File: src/rtl/cp0_exc_redirect_pkg.sv
// Shared constants and state encoding for the CP0 exception/ERET redirect controller.
package cp0_exc_redirect_pkg;

   localparam logic [31:0] EXC_VECTOR_DEF   = 32'hBFC00380;
   localparam int          FLUSH_CYCLES_DEF = 2;
   localparam int          CNT_W            = 4;

   typedef enum logic [1:0] {
      REDIR_IDLE  = 2'd0,
      REDIR_FLUSH = 2'd1,
      REDIR_WAIT  = 2'd2
   } redir_state_t;

endpackage

File: src/rtl/cp0_exc_redirect.sv
// Exception/ERET redirect controller: flushes the pipeline for a fixed count,
// then offers the redirect PC to fetch over a valid/ready handshake.
//
// state       | meaning
// ------------+---------------------------------------------------------
// REDIR_IDLE  | waiting for an exception or ERET from writeback
// REDIR_FLUSH | pipeline flush, down-counter running to terminal count 0
// REDIR_WAIT  | redirect offered to fetch, held until redirect_ready
module cp0_exc_redirect
   import cp0_exc_redirect_pkg::*;
#(
   parameter logic [31:0] EXC_VECTOR   = EXC_VECTOR_DEF,
   parameter int          FLUSH_CYCLES = FLUSH_CYCLES_DEF
) (
   input  logic        clk,
   input  logic        rst,
   input  logic        exception,
   input  logic        eret,
   input  logic        EXL,
   input  logic [31:0] cp0_EPC_data,
   input  logic        redirect_ready,
   output logic        flush,
   output logic        redirect_valid,
   output logic [31:0] redirect_pc,
   output logic        exl_set,
   output logic        exl_clr,
   output logic        busy
);

   localparam logic [CNT_W-1:0] CNT_INIT = CNT_W'(FLUSH_CYCLES - 1);

   redir_state_t     state, state_nxt;
   logic [CNT_W-1:0] cnt, cnt_nxt;
   logic [31:0]      pc_nxt;
   logic             flush_nxt, valid_nxt, set_nxt, clr_nxt, busy_nxt;

   // Nested exceptions still vector to EXC_VECTOR, so EXL never alters the target.
   logic unused_exl;
   assign unused_exl = EXL;

   always_comb begin
      state_nxt = state;
      cnt_nxt   = cnt;
      pc_nxt    = redirect_pc;
      flush_nxt = flush;
      valid_nxt = redirect_valid;
      set_nxt   = 1'b0;
      clr_nxt   = 1'b0;
      case (state)
         REDIR_IDLE: begin
            if (exception) begin
               state_nxt = REDIR_FLUSH;
               cnt_nxt   = CNT_INIT;
               pc_nxt    = EXC_VECTOR;
               flush_nxt = 1'b1;
               set_nxt   = 1'b1;
            end else if (eret) begin
               state_nxt = REDIR_FLUSH;
               cnt_nxt   = CNT_INIT;
               pc_nxt    = cp0_EPC_data;
               flush_nxt = 1'b1;
               clr_nxt   = 1'b1;
            end
         end
         REDIR_FLUSH: begin
            if (cnt == '0) begin
               state_nxt = REDIR_WAIT;
               valid_nxt = 1'b1;
            end else begin
               cnt_nxt = cnt - 1'b1;
            end
         end
         REDIR_WAIT: begin
            if (redirect_ready) begin
               state_nxt = REDIR_IDLE;
               flush_nxt = 1'b0;
               valid_nxt = 1'b0;
            end
         end
         default: begin
            state_nxt = REDIR_IDLE;
            flush_nxt = 1'b0;
            valid_nxt = 1'b0;
         end
      endcase
      busy_nxt = (state_nxt != REDIR_IDLE);
   end

   always_ff @(posedge clk) begin
      if (rst) begin
         state          <= REDIR_IDLE;
         cnt            <= '0;
         redirect_pc    <= 32'h0;
         flush          <= 1'b0;
         redirect_valid <= 1'b0;
         exl_set        <= 1'b0;
         exl_clr        <= 1'b0;
         busy           <= 1'b0;
      end else begin
         state          <= state_nxt;
         cnt            <= cnt_nxt;
         redirect_pc    <= pc_nxt;
         flush          <= flush_nxt;
         redirect_valid <= valid_nxt;
         exl_set        <= set_nxt;
         exl_clr        <= clr_nxt;
         busy           <= busy_nxt;
      end
   end

endmodule
File: config.mk
export PLATFORM = sky130hd
export DESIGN_NAME = cp0_exc_redirect
export DESIGN_NICKNAME = d
export VERILOG_FILES = /design/src/rtl/cp0_exc_redirect_pkg.sv /design/src/rtl/cp0_exc_redirect.sv
export SDC_FILE = /design/constraint.sdc
export NUM_CORES = 1
export LEC_CHECK = 0
export ABC_CLOCK_PERIOD_IN_PS = 1550
export CAP_MARGIN = 20
export CORE_MARGIN = 1
export CORE_UTILIZATION = 25
export CTS_BUF_LIST = sky130_fd_sc_hd__clkbuf_16
export DETAILED_ROUTE_END_ITERATION = 6
export SLEW_MARGIN = 10
export SYNTH_ARGS = -nofsm -noshare
export SYNTH_HDL_FRONTEND = slang
export SYNTH_SLANG_ARGS = --single-unit
File: constraint.sdc
create_clock -name clk -period 1.55 [get_ports clk]
set_input_delay 0.31 -clock clk [delete_from_list [all_inputs] [get_ports clk]]
set_output_delay 0.31 -clock clk [all_outputs]
set_load 0.02 [all_outputs]
==> out/results.ini <==
[clock_tree]
cts_max_path_buffers=2
cts_hold_buf=0
cts_buffers=5
worstSkewPairLatency_ps=280
cts_tree=yes
root_buffer=clkbuf_16
cts_sinks=43
htreeDepth=2
cts_setup_buffers=0
path_clk_slew_ps=60

[drt]
met3_length_um=332
viasPerCell=4.61
wire_per_inst_um=12.8
drcViolationCount=0
dr_wl_met2_um=1740
firstDrtPassIters=4
ant_nets=0
drtIter0Drc=18
met1_length_um=1870
routed.top_layer=met4
wl_um=3980
vias=1429

[power_and_ir_drop]
seqPwrFrac_pct=42.1
p_leak_nw=1.47
p_int_w=0.00218
p_comb_share_pct=24.9
peakVddDrop_uv=436
p_switching_w=0.000836
swShare_pct=27.7
p_per_area_mw_per_mm2=1100
p_clk_share_pct=33.0

[critical_path]
worst-setup-path-type=flop to flop
r2r_end=cnt[1]
r2r_start=cnt[1]
ff2ff_path_depth=5
startpoint_type=flop
crit_chain=inv_1 > ha_1 > or3b_4 > a221o_1 > a21oi_2
crit_required_ps=1760
max_stage_delay_ps=400
critPathMaxFanout=4
critPathSlowestCell=or3b_4
cp.arrival_ps=1750
ff2ff_setup_slack_ps=10
critPathCaptureType=flop

[sta]
fmax_mhz=650
drv_slew=0
finalHoldViolCount=0
max_slew.worst_pin.slew_ps=296
final.setup.tns_ps=0
final-setup-viol-count=0
slew_headroom_pct=80.0
period_share_pct=99.3
skew_ps=4.95
period_minus_slack_ps=1540

[logic_synthesis]
synth_cell_type_count=33
syn_inst=152
syn_nets=191
synth_edf_count=0
synth_area_leaders=dfxtp_1 (53%), a22o_1 (11%), nor2_4 (7.6%)
synthArstFlopShare_pct=0
synth_ff_type=dfxtp_1
syn_area_per_cell_um2=10.7
synth_top_area_cell=dfxtp_1
yosysWarnings=0
netlist.area_leader.share_pct=52.7
ys_seq_elements=43
synth-seq-area-share_pct=52.7
synth.top_cells.by_count=dfxtp_1 (43), a22o_1 (20), a21oi_1 (17)
netlist_area_mm2=0.00163
synth.most_common_cell=dfxtp_1

[min_path]
worstHoldStart=flush
min_to=flush
hold_path_depth=2
hp-class=flop to flop

[die]
start_util_pct=25.9
core-area_mm2=0.00631
die_h_um=82.8
die-area_mm2=0.00686
io_pins=75
die_x_um=82.8
row_count=29

[global_routing]
antenna_found_initial=0
grt_pass1_vias=1410
grt_max_degree=22
globalRoute.totalOverflow=0
grt_use_total_pct=11.7
grt_pass1_wl_um=6620

[cells_and_area]
final_layout_size_suffix_gt1_share_pct=15.0
diodes=0
syn_to_final_growth_pct=67.0
n_fill_cell=615
final_cells=310
fin_nets=271

[run]
drv_cap=0

[place]
dpl.cell_count=302
numPortBuffers=73
gp_congestion=0.752
hpwlAfterDp_um=2660

[status]
status=finished, final reports clean

-- critical path: cells and delay by family, from the launching register on --
kind,cells,cell delay [ps]
buffers and inverters,1,80
flip-flops,1,330
AND/OR/NAND/NOR,1,400
adder cells (fa/ha/maj),1,160
AO/OA/AOI/OAI,2,490
-- worst max path at each step --
stage,slack [ps],end,depth (start not counted),startpoint
global route,-30,cnt[1],5,cnt[1]
detailed placement,-250,redirect_pc[27],5,exception
floorplan,120,cnt[1],5,cnt[0]
finish,10,cnt[1],5,cnt[1]
CTS,3,redirect_pc[27],1,redirect_pc[27]
global placement,-220,redirect_pc[28],5,exception
-- final cells by class --
| class | count | area, um^2 | area share, % |
|---|---|---|---|
| clock inverters | 3 | 16.3 | 0.597 |
| repair buffers | 85 | 927 | 34.0 |
| inverters | 3 | 11.3 | 0.413 |
| flip-flops and latches | 43 | 862 | 31.6 |
| multi-input cells | 94 | 688 | 25.2 |
| well taps | 77 | 96.3 | 3.53 |
| clock buffers | 5 | 125 | 4.59 |
-- repair_timing --
action / 4_1_cts / 5_1_grt
gates resized for setup: 3 / 33
setup endpoints to repair: 3 / 40
pin swaps: 0 / 1
-- kinds of logic after synthesis --
family	synth area share, %
AO/OA/AOI/OAI	21.5
AND/OR/NAND/NOR	19.5
adder cells (fa/ha/maj)	0.766
buffers and inverters	5.52
flip-flops	52.7
-- stage by stage --
stage	power, W	cell area, um^2	util (%)	hold slack [ps]	worst slack [ps]
CTS	0.00307	2650	41.9	465	2.54
global placement	0.00206	2510	39.7	453	-223
detailed placement	0.00206	2510	39.7	451	-246
global route	0.00317	2730	43.2	491	-34.8
finish	0.00301	2730	43.2	459	11.6
floorplan	0.00169	1630	-	443	118
-- per-layer routing --
metal / GRT usage (%) / vias up
met3: 4.77 / 6
met4: 3.29 / 0
li1: - / 716
met2: 18.8 / 63
met5: 0 / -
met1: 14.5 / 644
-- power groups by stage --
| stage | Combinational (W) | Clock [W] | Sequential [W] |
|---|---|---|---|
| floorplan | 0.000294 | 0 | 0.00139 |
| global placement | 0.000764 | 0 | 0.00129 |
| detailed placement | 0.000768 | 0 | 0.00129 |
| CTS | 0.000765 | 0.00103 | 0.00127 |
| global route | 0.000810 | 0.00108 | 0.00128 |
| finish | 0.000751 | 0.000993 | 0.00127 |
-- cell usage in the layout, fill, tap and decap left out --
cell type	Yosys	layout
buf_4	1	9
or3b_4	0	1
o21a_1	1	1
and2b_1	1	1
nor3_1	13	13
clkbuf_16	0	5
o41ai_1	1	1
ha_1	1	1
a311oi_1	1	1
a21boi_0	2	2
and4bb_1	1	1
nand2b_1	1	1
nand2_1	6	6
buf_12	1	3
or3_1	1	1
clkinvlp_4	0	1
a22o_1	20	20
nor3b_1	1	1
or4b_4	1	1
nand3_1	1	1
and4b_1	1	1
dlygate4sd2_1	0	3
or2_1	0	1
a221o_1	1	1
clkinv_2	0	1
a221oi_1	3	3
nor2_4	11	11
clkdlybuf4s50_1	0	41
dfxtp_2	0	1
nor4b_1	1	1
a21oi_2	1	2
nor2_1	4	4
dfxtp_1	43	42
inv_1	3	4
a21oi_1	17	16
o21ai_0	1	1
dlymetal6s2s_1	0	29
-- flip-flops by register name, summed over array words and instances (netlist names) --
register / flops
redirect_pc: 32
cnt: 4
state: 2
busy: 1
exl_clr: 1
exl_set: 1
flush: 1
redirect_valid: 1
Note: power is estimated with default switching activity, not from simulation.
